$ cat src/rtl/mem_pkg.sv
// Shared types, constants and helpers for the M-stage memory access unit
// and the W-stage load extension.
package mem_pkg;

    typedef enum logic [2:0] {
        MEM_WORD   = 3'd0,
        MEM_HALF_U = 3'd1,
        MEM_HALF_S = 3'd2,
        MEM_BYTE_U = 3'd3,
        MEM_BYTE_S = 3'd4
    } memType_e;

    typedef enum logic [1:0] {
        ST_IDLE,
        ST_BUS,
        ST_RESP,
        ST_EXC
    } memState_e;

    localparam logic [4:0] EXC_ADEL = 5'd4;
    localparam logic [4:0] EXC_ADES = 5'd5;
    localparam logic [4:0] EXC_DBE  = 5'd7;

    localparam logic [31:0] RESET_ADDR_DEFAULT = 32'h0000_3000;

    function automatic logic isHalf(input logic [2:0] memType);
        return (memType == MEM_HALF_U) || (memType == MEM_HALF_S);
    endfunction

    function automatic logic isByte(input logic [2:0] memType);
        return (memType == MEM_BYTE_U) || (memType == MEM_BYTE_S);
    endfunction

    // Unknown type codes are treated like words so they can never slip through unaligned.
    function automatic logic isMisaligned(input logic [2:0] memType, input logic [1:0] addrLow);
        logic result;
        if (isByte(memType)) begin
            result = 1'b0;
        end else if (isHalf(memType)) begin
            result = addrLow[0];
        end else begin
            result = (addrLow != 2'b00);
        end
        return result;
    endfunction

    function automatic logic [3:0] byteEnable(input logic [2:0] memType, input logic [1:0] addrLow);
        logic [3:0] result;
        if (isByte(memType)) begin
            result = 4'b0001 << addrLow;
        end else if (isHalf(memType)) begin
            result = addrLow[1] ? 4'b1100 : 4'b0011;
        end else begin
            result = 4'b1111;
        end
        return result;
    endfunction

    function automatic logic [31:0] laneData(input logic [2:0] memType, input logic [31:0] wdata);
        logic [31:0] result;
        if (isByte(memType)) begin
            result = {4{wdata[7:0]}};
        end else if (isHalf(memType)) begin
            result = {2{wdata[15:0]}};
        end else begin
            result = wdata;
        end
        return result;
    endfunction

endpackage

$ cat src/rtl/m_mem_access_if.sv
// Pipeline-side request/response signals plus the word-wide req/ack data bus
// of the memory access stage; master is the access unit, slave its environment.
interface m_mem_access_if;

    logic        req_valid;
    logic        req_we;
    logic [2:0]  req_type;
    logic [31:0] req_addr;
    logic [31:0] req_wdata;
    logic        flush;
    logic        stall;
    logic        resp_valid;
    logic [31:0] resp_rdata;
    logic        exc_valid;
    logic [4:0]  exc_code;

    logic        bus_req;
    logic        bus_we;
    logic [31:0] bus_addr;
    logic [3:0]  bus_be;
    logic [31:0] bus_wdata;
    logic        bus_ack;
    logic [31:0] bus_rdata;

    modport master (
        input  req_valid, req_we, req_type, req_addr, req_wdata, flush,
        input  bus_ack, bus_rdata,
        output stall, resp_valid, resp_rdata, exc_valid, exc_code,
        output bus_req, bus_we, bus_addr, bus_be, bus_wdata
    );

    modport slave (
        output req_valid, req_we, req_type, req_addr, req_wdata, flush,
        output bus_ack, bus_rdata,
        input  stall, resp_valid, resp_rdata, exc_valid, exc_code,
        input  bus_req, bus_we, bus_addr, bus_be, bus_wdata
    );

endinterface

$ cat src/rtl/mem_load_ext.sv
// Selects the addressed byte/half lane of a bus word and sign- or zero-extends it;
// shared by the M-stage access unit and the W-stage bypass.
module mem_load_ext
    import mem_pkg::*;
(
    input  logic [1:0]  addrLow,
    input  logic [2:0]  memType,
    input  logic [31:0] word,
    output logic [31:0] result
);

    logic [7:0]  byteLane;
    logic [15:0] halfLane;

    always_comb begin
        byteLane = word[{addrLow, 3'b000} +: 8];
        halfLane = addrLow[1] ? word[31:16] : word[15:0];
        result   = word;
        case (memType)
            MEM_HALF_U: result = {16'h0000, halfLane};
            MEM_HALF_S: result = {{16{halfLane[15]}}, halfLane};
            MEM_BYTE_U: result = {24'h00_0000, byteLane};
            MEM_BYTE_S: result = {{24{byteLane[7]}}, byteLane};
            default:    result = word;
        endcase
    end

endmodule

$ cat src/rtl/m_mem_access.sv
// Memory-access stage: one load/store per M instruction over a req/ack bus, with
// pipeline stall, load extension and AdEL/AdES (and, with MEM_TIMEOUT_EN, DBE) exceptions.
module m_mem_access
    import mem_pkg::*;
#(
    parameter int          TIMEOUT_CYCLES = 255,
    parameter logic [31:0] RESET_ADDR     = RESET_ADDR_DEFAULT
) (
    input  logic           clk,
    input  logic           reset,
    m_mem_access_if.master bus
);

    memState_e   state;
    memState_e   stateNext;
    logic        accept;
    logic        misaligned;
    logic        timeoutHit;

    logic [31:0] addrReg;
    logic [1:0]  addrLowReg;
    logic [2:0]  typeReg;
    logic        weReg;
    logic [3:0]  beReg;
    logic [31:0] wdataReg;
    logic [31:0] rdataReg;
    logic [4:0]  excReg;
    logic        flushed;
    logic [31:0] loadWord;

    assign accept     = bus.req_valid && !bus.flush;
    assign misaligned = isMisaligned(bus.req_type, bus.req_addr[1:0]);

    mem_load_ext loadExt (
        .addrLow (addrLowReg),
        .memType (typeReg),
        .word    (bus.bus_rdata),
        .result  (loadWord)
    );

`ifdef MEM_TIMEOUT_EN
    localparam int CntW = ($clog2(TIMEOUT_CYCLES + 1) > 8) ? $clog2(TIMEOUT_CYCLES + 1) : 8;

    logic [CntW-1:0] waitCnt;

    // Held at zero outside BUS, so every transaction starts counting from zero.
    always_ff @(posedge clk or negedge reset) begin
        if (!reset) begin
            waitCnt <= '0;
        end else if (state != ST_BUS) begin
            waitCnt <= '0;
        end else if (!bus.bus_ack) begin
            waitCnt <= waitCnt + 1'b1;
        end
    end

    assign timeoutHit = (state == ST_BUS) && !bus.bus_ack &&
                        (waitCnt == CntW'(TIMEOUT_CYCLES - 1));
`else
    // Without the watchdog the budget is irrelevant and a BUS wait never ends early.
    assign timeoutHit = 1'b0 && (TIMEOUT_CYCLES > 0);
`endif

    always_ff @(posedge clk or negedge reset) begin
        if (!reset) begin
            state <= ST_IDLE;
        end else begin
            state <= stateNext;
        end
    end

    // A flushed transaction still has to finish on the bus; only its result is dropped.
    always_comb begin
        stateNext = state;
        case (state)
            ST_IDLE: begin
                if (accept) begin
                    stateNext = misaligned ? ST_EXC : ST_BUS;
                end
            end
            ST_BUS: begin
                if (timeoutHit) begin
                    stateNext = ST_EXC;
                end else if (bus.bus_ack) begin
                    stateNext = (flushed || bus.flush) ? ST_IDLE : ST_RESP;
                end
            end
            ST_RESP: stateNext = ST_IDLE;
            ST_EXC:  stateNext = ST_IDLE;
            default: stateNext = ST_IDLE;
        endcase
    end

    always_ff @(posedge clk or negedge reset) begin
        if (!reset) begin
            addrReg    <= '0;
            addrLowReg <= '0;
            typeReg    <= '0;
            weReg      <= 1'b0;
            beReg      <= '0;
            wdataReg   <= '0;
            rdataReg   <= '0;
            excReg     <= '0;
            flushed    <= 1'b0;
        end else begin
            if ((state == ST_IDLE) && accept) begin
                if (misaligned) begin
                    excReg <= bus.req_we ? EXC_ADES : EXC_ADEL;
                end else begin
                    addrReg    <= {bus.req_addr[31:2], 2'b00};
                    addrLowReg <= bus.req_addr[1:0];
                    typeReg    <= bus.req_type;
                    weReg      <= bus.req_we;
                    beReg      <= byteEnable(bus.req_type, bus.req_addr[1:0]);
                    wdataReg   <= laneData(bus.req_type, bus.req_wdata);
                    flushed    <= 1'b0;
                end
            end
            if (state == ST_BUS) begin
                if (bus.flush) begin
                    flushed <= 1'b1;
                end
                if (timeoutHit) begin
                    excReg <= EXC_DBE;
                end else if (bus.bus_ack) begin
                    rdataReg <= weReg ? 32'h0000_0000 : loadWord;
                end
            end
        end
    end

    // The IDLE stall is gated by reset so every output reads zero while reset is held.
    always_comb begin
        bus.stall      = 1'b0;
        bus.resp_valid = 1'b0;
        bus.resp_rdata = '0;
        bus.exc_valid  = 1'b0;
        bus.exc_code   = '0;
        bus.bus_req    = 1'b0;
        bus.bus_we     = 1'b0;
        bus.bus_addr   = RESET_ADDR;
        bus.bus_be     = '0;
        bus.bus_wdata  = '0;
        case (state)
            ST_IDLE: begin
                bus.stall = reset && accept && !misaligned;
            end
            ST_BUS: begin
                bus.stall     = 1'b1;
                bus.bus_req   = 1'b1;
                bus.bus_we    = weReg;
                bus.bus_addr  = addrReg;
                bus.bus_be    = beReg;
                bus.bus_wdata = wdataReg;
            end
            ST_RESP: begin
                bus.resp_valid = 1'b1;
                bus.resp_rdata = rdataReg;
            end
            ST_EXC: begin
                bus.exc_valid = 1'b1;
                bus.exc_code  = excReg;
            end
            default: begin
                bus.stall = 1'b0;
            end
        endcase
    end

endmodule

$ cat src/flat_wrapper.sv
// flat-port wrapper written by rule: the top's interface ports become plain ports
module m_mem_access_flat import mem_pkg::*;
#(
    parameter int          TIMEOUT_CYCLES = 255,
    parameter logic [31:0] RESET_ADDR     = RESET_ADDR_DEFAULT
)
  (clk, reset, bus_req_valid, bus_req_we, bus_req_type, bus_req_addr, bus_req_wdata, bus_flush, bus_bus_ack, bus_bus_rdata, bus_stall, bus_resp_valid, bus_resp_rdata, bus_exc_valid, bus_exc_code, bus_bus_req, bus_bus_we, bus_bus_addr, bus_bus_be, bus_bus_wdata);
  m_mem_access_if bus_i ();
  input  logic clk;
  input  logic reset;
  input wire logic [$bits(bus_i.req_valid)-1:0] bus_req_valid;
  input wire logic [$bits(bus_i.req_we)-1:0] bus_req_we;
  input wire logic [$bits(bus_i.req_type)-1:0] bus_req_type;
  input wire logic [$bits(bus_i.req_addr)-1:0] bus_req_addr;
  input wire logic [$bits(bus_i.req_wdata)-1:0] bus_req_wdata;
  input wire logic [$bits(bus_i.flush)-1:0] bus_flush;
  input wire logic [$bits(bus_i.bus_ack)-1:0] bus_bus_ack;
  input wire logic [$bits(bus_i.bus_rdata)-1:0] bus_bus_rdata;
  output wire logic [$bits(bus_i.stall)-1:0] bus_stall;
  output wire logic [$bits(bus_i.resp_valid)-1:0] bus_resp_valid;
  output wire logic [$bits(bus_i.resp_rdata)-1:0] bus_resp_rdata;
  output wire logic [$bits(bus_i.exc_valid)-1:0] bus_exc_valid;
  output wire logic [$bits(bus_i.exc_code)-1:0] bus_exc_code;
  output wire logic [$bits(bus_i.bus_req)-1:0] bus_bus_req;
  output wire logic [$bits(bus_i.bus_we)-1:0] bus_bus_we;
  output wire logic [$bits(bus_i.bus_addr)-1:0] bus_bus_addr;
  output wire logic [$bits(bus_i.bus_be)-1:0] bus_bus_be;
  output wire logic [$bits(bus_i.bus_wdata)-1:0] bus_bus_wdata;
  assign bus_i.req_valid = bus_req_valid;
  assign bus_i.req_we = bus_req_we;
  assign bus_i.req_type = bus_req_type;
  assign bus_i.req_addr = bus_req_addr;
  assign bus_i.req_wdata = bus_req_wdata;
  assign bus_i.flush = bus_flush;
  assign bus_i.bus_ack = bus_bus_ack;
  assign bus_i.bus_rdata = bus_bus_rdata;
  assign bus_stall = bus_i.stall;
  assign bus_resp_valid = bus_i.resp_valid;
  assign bus_resp_rdata = bus_i.resp_rdata;
  assign bus_exc_valid = bus_i.exc_valid;
  assign bus_exc_code = bus_i.exc_code;
  assign bus_bus_req = bus_i.bus_req;
  assign bus_bus_we = bus_i.bus_we;
  assign bus_bus_addr = bus_i.bus_addr;
  assign bus_bus_be = bus_i.bus_be;
  assign bus_bus_wdata = bus_i.bus_wdata;
  m_mem_access #(.TIMEOUT_CYCLES(TIMEOUT_CYCLES), .RESET_ADDR(RESET_ADDR)) u_core (.clk(clk), .reset(reset), .bus(bus_i));
endmodule
$ cat config.mk
export PLATFORM = sky130hd
export DESIGN_NAME = m_mem_access_flat
export DESIGN_NICKNAME = d
export VERILOG_FILES = /design/src/rtl/mem_pkg.sv /design/src/rtl/m_mem_access_if.sv /design/src/rtl/mem_load_ext.sv /design/src/rtl/m_mem_access.sv /design/src/flat_wrapper.sv
export SDC_FILE = /design/constraint.sdc
export NUM_CORES = 1
export LEC_CHECK = 0
export ABC_AREA = 1
export BUFFER_PORTS_ARGS = -buffer_cell sky130_fd_sc_hd__buf_2
export CAP_MARGIN = 20
export CORE_AREA = 4 4 122 124
export CTS_BUF_LIST = sky130_fd_sc_hd__clkbuf_16
export DETAILED_ROUTE_END_ITERATION = 7
export DIE_AREA = 0 0 126 128
export HOLD_SLACK_MARGIN = 0.05
export PLACE_DENSITY_LB_ADDON = 0.12
export SLEW_MARGIN = 20
export SYNTH_ARGS = -nofsm -noshare
export SYNTH_HDL_FRONTEND = slang
export SYNTH_SLANG_ARGS = --single-unit
$ cat constraint.sdc
create_clock -name clk -period 1.6 [get_ports clk]
set_clock_uncertainty 0.05 [all_clocks]
set_input_delay 0.32 -clock clk [delete_from_list [all_inputs] [get_ports clk]]
set_output_delay 0.32 -clock clk [all_outputs]
set_load 0.005 [all_outputs]
; Yosys cells after proc, flatten, opt, wreduce, memory -nomap -nowiden
; Cells that the tools add are included.
[totals]
regBits = 112
input_bits = 105
out_inout_bits = 110
elab_cells = 72
[classes]
eq_ne = 13
n_shift = 2
mux = 30
bitwise = 1
n_reduce_logical = 16
[ops]
columns = operator, count
row1 = $mux 32, 6
row2 = $pmux 32 s4, 1
row3 = $shiftx 32x6->8, 1
row4 = $mux 16, 1
row5 = $mux 4, 4
row6 = $eq 3x2->1 const B, 4
row7 = $mux 1, 11
row8 = $mux 2, 4
row9 = $reduce_and 2->1, 4
row10 = $eq 3x1->1 const B, 2
row11 = $eq 3x3->1 const B, 2
row12 = $pmux 2 s3, 1
row13 = $mux 5, 1
row14 = $eq 2x2->1 const B, 2
row15 = $logic_and 1x1->1, 4
row16 = $shl 1x2->4 const A, 1
row17 = $logic_or 1x1->1, 3
row18 = $eq 2x1->1 const B, 1
row19 = $logic_not 1->1, 2
row20 = $logic_not 2->1, 1
row21 = $ne 2x1->1 const B, 1
row22 = $ne 2x2->1 const B, 1
row23 = $pmux 1 s2, 1
row24 = $reduce_bool 2->1, 1
row25 = 2 further kinds, 2

; Depth between registers and ports, before layout
; Gate-level depths: netlist of the first run.
[depth]
ltp_word = 8
mapped_depth = 11
mapped_depth_nobuf = 10

; By module
; A second synthesis of the first run with hierarchy kept.
[unflattened]
cells_unflattened = 1000
hier_area_um2 = 6939.2
[modules_own_cells]
columns = mod, n_inst, cells_per_inst, area_each_um2, seq_area_each_um2
row1 = m_mem_access, 1, 778, 5580.4, 2727.6
row2 = mem_load_ext, 1, 222, 1358.8, 0.0

; Worst setup path after synthesis of the first run
; Ideal clock, no wire load.
[synth_timing]
kind = flip-flop to output port
from = reg u_core.state[1]
to = out bus_stall
arrival_time_ps = 1303
t_required_ps = 1230
slack_ps = -73
path_stages_with_launch = 8
n_path_buf = 2
cell_sequence = dfrtp_1 > nor2_1 > nand3_1 > nor2_8 > buf_6 > buf_6 > nand3_1 > nand2_1
[synth_between]
elab_chain_len = 2
elab_cells_between_ends = 3
cone_classes = 1 x eq/ne / 1 x mux / 1 x reduce/logical
[synth_rtl]
columns = item, line
row1 = "start, declared", m_mem_access.sv:14  ; memState_e state;
row2 = "start signal, assigned", m_mem_access.sv:68  ; state <= stateNext;
row3 = $eq 2x1->1 / $logic_not 2->1 (equally long branches), m_mem_access.sv:144  ; case (state)
row4 = $pmux 1 s2 (*), m_mem_access.sv:144
row5 = "end, declared", flat_wrapper.sv:19  ; output wire logic [$bits(bus_i.stall)-1:0] bus_stall;
; Mark *: on every way between the ends. The rest lies on a longest branch, timed or not.

; Worst setup path after layout of the first run
[layout_timing]
from = reg u_core.state[1]
to = out bus_bus_be[2]
[layout_between]
elab_chain_len = 2
[layout_rtl]
columns = item, line
row1 = $eq 2x1->1, m_mem_access.sv:144
row2 = $mux 4, m_mem_access.sv:144
row3 = "end, declared", flat_wrapper.sv:27  ; output wire logic [$bits(bus_i.bus_be)-1:0] bus_bus_be;
; No other way between the ends.

==> metrics, run 1 <==
Post-synth top flop=dfrtp_1; PD cells=1361 nW/µm²; drc violations=0; synthesized area per cell=6.721 µm²; fmax=approximately 0.53 GHz; CP endpoint kind=output pin; Initial Util=45.19%; net switching fraction of the power=37.31%; max-slew violations=0; Synth Warn #=0; 1st-pass router iterations=5; Port-buffer cells=209; # setup viols final=approximately 100; antenna violations before repair=0; Die Span X=126 µm; unique cell type count in the Yosys netlist=27; H-tree levels=3; root buf cell=clkbuf_16; routed len/inst=13.67 µm; post-route setup slack=-0.2712 ns; CTS buffer count=9; sequential power share=roughly 37%; GR peak layer=met2; height of the die=roughly 130 µm; Post-Syn Area=6223 µm²; worst hold path type=input port to async pin; min Tclk post-route=approximately 1.9 ns; top-area cell type share of the netlist area=43.83%; clock-pin slew on the worst setup and hold paths=0.07 ns; fin cells=1,349; largest net degree at the start of global routing=110; layout cells sized above 1=31.22%; r2r worst-path depth=9; Power, Total=0.01166 W; reg-to-reg slack, setup=0 ns; P&R area growth vs syn=37.70%; xor/xnor share of the synthesized area=0%; Sink Count=109; Tcrit/Tclk final=116.9%; RSZ-0062 raised after global routing=true; crit path max fanout=10; most frequent cells in the layout=300 x nand2_1, 203 x buf_2, 147 x inv_1; number of global-route vias before repair=6,061; Iter 0 DRT Violations=415; total global-route track usage=21.92%; register area share after synthesis=a little over two fifths; Synth Area in Adders=0%; first-pass GRT wire length=approximately 29,000 µm; global placement routability congestion=0.9078; VDD IR max=0.5727 mV; internal power=0.007312 W; maximum clock path buffer count=2; critical path type=flip-flop to output pin; Max transition margin=59.68%; DR vias=6,445; status=finished with violations; GR Util met1=27.46%; Final Hold Viols=0; Place WS=-0.06797 ns; placed cell count=between 1,000 and 1,500; Leakage=4.888 nW; dominant cells by area after synthesis=dfrtp_1 44%, nand2_1 18%, inv_1 9.2%, nor2_1 7.2%, o21ai_0 5.5%; Via density=4.778; Antenna Nets Post-Route=0; clock share of power=between 20% and 30%; asr flop ratio synth=100.0%; Logic pwr share=between 40 and 50%; gr ovfl total=0; Synth area leader=dfrtp_1; Yosys reg bits=~110; Core ar.=13,770 µm²; Worst Path Required=1.23 ns; post-synthesis mux area share=0%; Die ar.=16,130 µm²; Cell Rows=43; Synth Area in Compound Gates=9.248%; TritonCTS clock tree=yes; DP HPWL=between 10,000 and 15,000 µm; Setup crit start kind=flip-flop; Ports=215; Synth Area in Simple Gates=33.07%; failing checks=setup timing; Data arrival, critical path=1.50 ns; Final nets=roughly 1,300; Slew @ Worst Pin=approximately 0.6 ns; Syn Inst Count=about 930; Clk Latency, worst-skew pair=0.35 ns; maxcap violations=0; GR Util met3=4.208%; largest family of logic cells by synthesized area=simple AND/OR/NAND/NOR gates; ant diodes=0; CTS Hold Buffers Added=0; wirelength, routed=18,440 µm; GR Util met2=37.84%; number of synthesized flops with an enable pin=0; switching power total=0.004352 W; most common cell after layout, fill and taps aside=nand2_1
==> power groups by stage <==
stage               logic (W)  clock network, W  registers [W]
finish                0.00501           0.00236        0.00429
floorplan             0.00289                 0        0.00420
CTS                   0.00462           0.00240        0.00428
global placement      0.00440                 0        0.00429
global route          0.00571           0.00252        0.00442
detailed placement    0.00443                 0        0.00431
==> per-stage QoR <==
step	utilization (%)	TNS, ns	area [µm²]	hold slack (ns)
global route	62.22	-28.91	8569	0.1123
finish	62.22	-18.94	8569	0.02344
CTS	59.66	-21.75	8217	0.08222
floorplan	-	-0.02126	6243	-0.02559
global placement	56.37	-1.408	7764	0.3902
detailed placement	56.37	-2.562	7764	0.3954
==> area by class of cell <==
type / count / area (µm²)
fill: 1354 / 5204
multi-input combinational: 618 / 2830
sequential: 109 / 2733
timing repair buffer: 272 / 1886
inverter: 155 / 590.6
clock buffer: 9 / 225.2
tap: 180 / 225.2
clock inverter: 6 / 80.08
==> critical path, cell delays in order (launching register included) <==
cell     delay, ns
dfrtp_2       0.44
nor2_4        0.15
inv_4         0.07
buf_12        0.14
buf_6         0.13
nor2_4        0.10
buf_6         0.11
==> cell families after synthesis <==
logic type | Yosys count
buffers and inverters | 203
other | 1
and+or+nand+nor | 499
AOI/OAI and AO/OA | 114
DFF | 109
==> final timing paths <==
check | from | endpoint
setup / recovery | u_core.state[1] | bus_bus_be[2]
hold / removal | reset | u_core.rdataReg[21]
setup reg to reg | u_core.state[1] | u_core.rdataReg[27]
hold reg to reg | u_core.excReg[2] | u_core.excReg[2]
max in group asynchronous | reset | u_core.state[1]
min in group clk | bus_req_addr[12] | u_core.addrReg[12]
==> cell usage after synthesis, types with 3 or more instances <==
| cell type | count |
|---|---|
| buf_2 | 13 |
| buf_4 | 7 |
| buf_6 | 7 |
| clkbuf_1 | 18 |
| dfrtp_1 | 109 |
| inv_1 | 153 |
| nand2_1 | 305 |
| nand3_1 | 51 |
| nand3_2 | 4 |
| nor2_1 | 119 |
| nor2_4 | 3 |
| o21ai_0 | 68 |
| o21ai_1 | 43 |
| or2_2 | 10 |
==> registers in the layout, summed over array words and instances (netlist names) <==
signal and flops:
u_core.rdataReg 32, u_core.wdataReg 32, u_core.addrReg 30, u_core.beReg 4, u_core.typeReg 3, u_core.addrLowReg 2, u_core.excReg 2, u_core.state 2
u_core.flushed 1, u_core.weReg 1
==> layer usage <==
| metal | part of all wire [%] | routed length [µm] | up-vias |
|---|---|---|---|
| li1 | - | - | 3248 |
| met1 | 41 | 7564 | 2964 |
| met2 | 50 | 9307 | 205 |
| met3 | 6.3 | 1168 | 28 |
| met4 | 2.1 | 396 | 0 |
| met5 | 0 | 0 | - |
==> repair_timing <==
item                       CTS  global route
gates resized for setup     35            64
cloned                       0             7
pin swaps                    3             4
setup endpoints to repair  105           187
buffers inserted             4             6
No activity file was read; power rests on OpenSTA's default activity.
==> run 2, diff against run 1 <==
==> constraint.sdc (replaced) <==
create_clock -name clk -period 1.6 [get_ports clk]
set_clock_uncertainty 0.05 [all_clocks]
set_input_delay 0.24 -clock clk [delete_from_list [all_inputs] [get_ports clk]]
set_output_delay 0.24 -clock clk [all_outputs]
set_load 0.005 [all_outputs]
==> run 2 against run 1 <==
Against the previous run:
- the run still ends with setup timing left
- register-to-register slack got worse by 0.06 ns
- first-iteration DRC count up 6.3%
- die area did not move
- cell count increased by 1.3%
- sequential share of layout area shrank 1.1 points
- count of clock-buffer cells in the layout did not move
- critical path type unchanged
- critical endpoint is now bus_bus_wdata[29]
- largest power group unchanged
==> metrics, run 2 (synthesis results as in run 1) <==
total global-route track usage=22.42% (+0.50 points); Top Registers=u_core.rdataReg x32, u_core.wdataReg x32, u_core.addrReg x30; internal power=0.007068 W (-3.3%); clock share of power=17.2% (-3.1 points); Critical Path Most Common Cell=buf_12; fillers=1,331 (-1.7%); Die Span X=126 µm (unchanged); status=finished with violations; number of global-route vias before repair=6,163 (+1.7%); worst hold path type=input port to flip-flop; Crit path largest cell delay=0.44 ns (about the same); Data arrival, critical path=1.50 ns (about the same); # setup viols final=131 (+30%); DP HPWL=13,330 µm (+0.95%); critical path type=flip-flop to output pin; Port-buffer cells=209 (unchanged); crit path max fanout=10 (unchanged); placed cell count=1,310 (-0.68%); post-route setup slack=-0.1879 ns (+0.08325 ns); net switching fraction of the power=39.20% (+1.9 points); Clk Latency, worst-skew pair=0.35 ns (about the same); WHS Path Cells=3; Final Hold Viols=0 (unchanged); global placement routability congestion=0.9054 (-0.26%); beginning of the worst hold path=bus_req_addr[2]; Reg area=2734 µm² (about the same); Antenna Nets Post-Route=0 (unchanged); Setup crit start kind=flip-flop; height of the die=128 µm (unchanged); antenna violations before repair=1 (+1); CP endpoint kind=output pin; drc violations=0 (unchanged); Cell Rows=43 (unchanged); WP buf/inv=4 (unchanged); reg-to-reg endpoint=u_core.wdataReg[6]; reg-to-reg slack, setup=-0.06 ns (-0.06 ns); Slew @ Worst Pin=0.5894 ns (-0.01545 ns); fin cells=1,366 (+1.3%); crit-path cells=nor2_4, inv_4, buf_12, buf_12, nor2_2, buf_2; min Tclk post-route=1.788 ns (-0.08325 ns); max-slew violations=0 (unchanged); maxcap violations=0 (unchanged); Reg-to-Reg Start=u_core.state[1]; layout cells sized above 1=32.07% (+0.84 points); Max transition margin=60.71% (+1.0 points); wirelength, routed=19,840 µm (+7.6%); Core ar.=13,770 µm² (unchanged); CTS buffer count=9 (unchanged); Slowest cell on crit path=dfrtp_2; switching power total=0.004557 W (+4.7%); Power, Total=0.01163 W (-0.33%); PD cells=1308 nW/µm² (-3.9%); CP top delay family=buffers and inverters; Via density=4.842 (+1.3%); Die ar.=16,130 µm² (unchanged); Leakage=4.965 nW (+1.6%); RSZ-0062 raised after global routing=true; gr ovfl total=0 (unchanged); fin util=64.53% (+2.3 points); DR vias=6,614 (+2.6%); area of the multi-input gates=2943 µm² (+4.0%); Tcrit/Tclk final=111.7% (-5.2 points); maximum clock path buffer count=2 (unchanged); sequential power share=37.1% (+0.3 points); most frequent cells in the layout=299 x nand2_1, 203 x buf_2, 146 x inv_1; Ports=215 (unchanged); VDD IR max=0.5960 mV (+4.1%); routed len/inst=14.53 µm (+6.3%); hold path endpoint=u_core.addrReg[2]; TritonCTS clock tree=yes; Sink Count=109 (unchanged); Iter 0 DRT Violations=441 (+6.3%); failing checks=setup timing; 1st-pass router iterations=5 (unchanged); Initial Util=45.19% (unchanged); largest net degree at the start of global routing=110 (unchanged); Worst Path Required=1.31 ns (+0.08 ns); r2r worst-path depth=8 (-1); clock-pin slew on the worst setup and hold paths=0.07 ns (about the same); Final nets=1,288 (+1.4%); Logic pwr share=45.7% (+2.7 points); fmax=0.5593 GHz (+4.7%); most common cell after layout, fill and taps aside=nand2_1; Final TNS setup=-14.50 ns (+4.439 ns); H-tree levels=3 (unchanged); root buf cell=clkbuf_16; P&R area growth vs syn=42.82%; first-pass GRT wire length=29,240 µm (+1.7%)
==> run 2: how the worst max path moves through the flow <==
| stage | startpoint | to | slack [ns] | cells after the start |
|---|---|---|---|---|
| after detailed placement | bus_req_type[0] | u_core.wdataReg[27] | -0.05 | 12 |
| final | u_core.state[1] | bus_bus_wdata[29] | -0.19 | 6 |
| after global placement | bus_req_type[0] | u_core.wdataReg[26] | 0.01 | 12 |
| after floorplan | u_core.state[1] | bus_stall | 0.007 | 7 |
| after CTS | u_core.state[0] | bus_bus_be[1] | -0.20 | 7 |
| after global routing | u_core.state[1] | bus_bus_wdata[29] | -0.25 | 6 |
==> run 2: power by group through the flow <==
stage                     clock [W]  sequential [W]  combinational [W]
after floorplan                   0         0.00420            0.00289
after global placement            0         0.00429            0.00436
after detailed placement          0         0.00433            0.00441
after CTS                   0.00203         0.00428            0.00477
after global routing        0.00214         0.00442            0.00596
final                       0.00200         0.00431            0.00532
==> run 2: worst register-to-register path: stages (launching register included) <==
cell     delay (ns)
dfrtp_2        0.44
nor2_1         0.15
nand3_2        0.15
nor2_8         0.11
buf_4          0.23
buf_12         0.18
buf_12         0.15
nand2_1        0.06
o21ai_1        0.08
==> run 2: stage by stage <==
step	hold slack [ns]	area [µm²]	worst slack, ns
2_1_floorplan	-0.1056	6238	0.007084
3_3_place_gp	0.3871	7666	0.01460
3_5_place_dp	0.3872	7666	-0.05094
4_1_cts	0.05138	8339	-0.1997
5_1_grt	0.07215	8889	-0.2514
6_report	0.05979	8889	-0.1879
==> run 2: cell type report <==
class | instances | area share, %
multi-input cells | 618 | 33.11
flip-flops and latches | 109 | 30.76
repair buffers | 290 | 24.10
inverters | 155 | 6.715
clock buffers | 9 | 2.534
well taps | 180 | 2.534
clock inverters | 4 | 0.2252
diodes | 1 | 0.02815
==> run 2: layer usage <==
layer	track usage [%]	wire length, µm	vias to the layer above
met2	39.25	10130	238
met5	0	0	-
met3	3.917	1325	38
met1	27.75	7909	3047
li1	-	-	3291
met4	8.454	479	0
==> run 2: repair_timing <==
item,CTS,global route
endpoints found under the hold margin,126,0
setup buffers,5,6
setup endpoints to repair,100,201
pin swaps,3,8
cloned,2,11
resized for setup,46,77
hold buffers,18,0
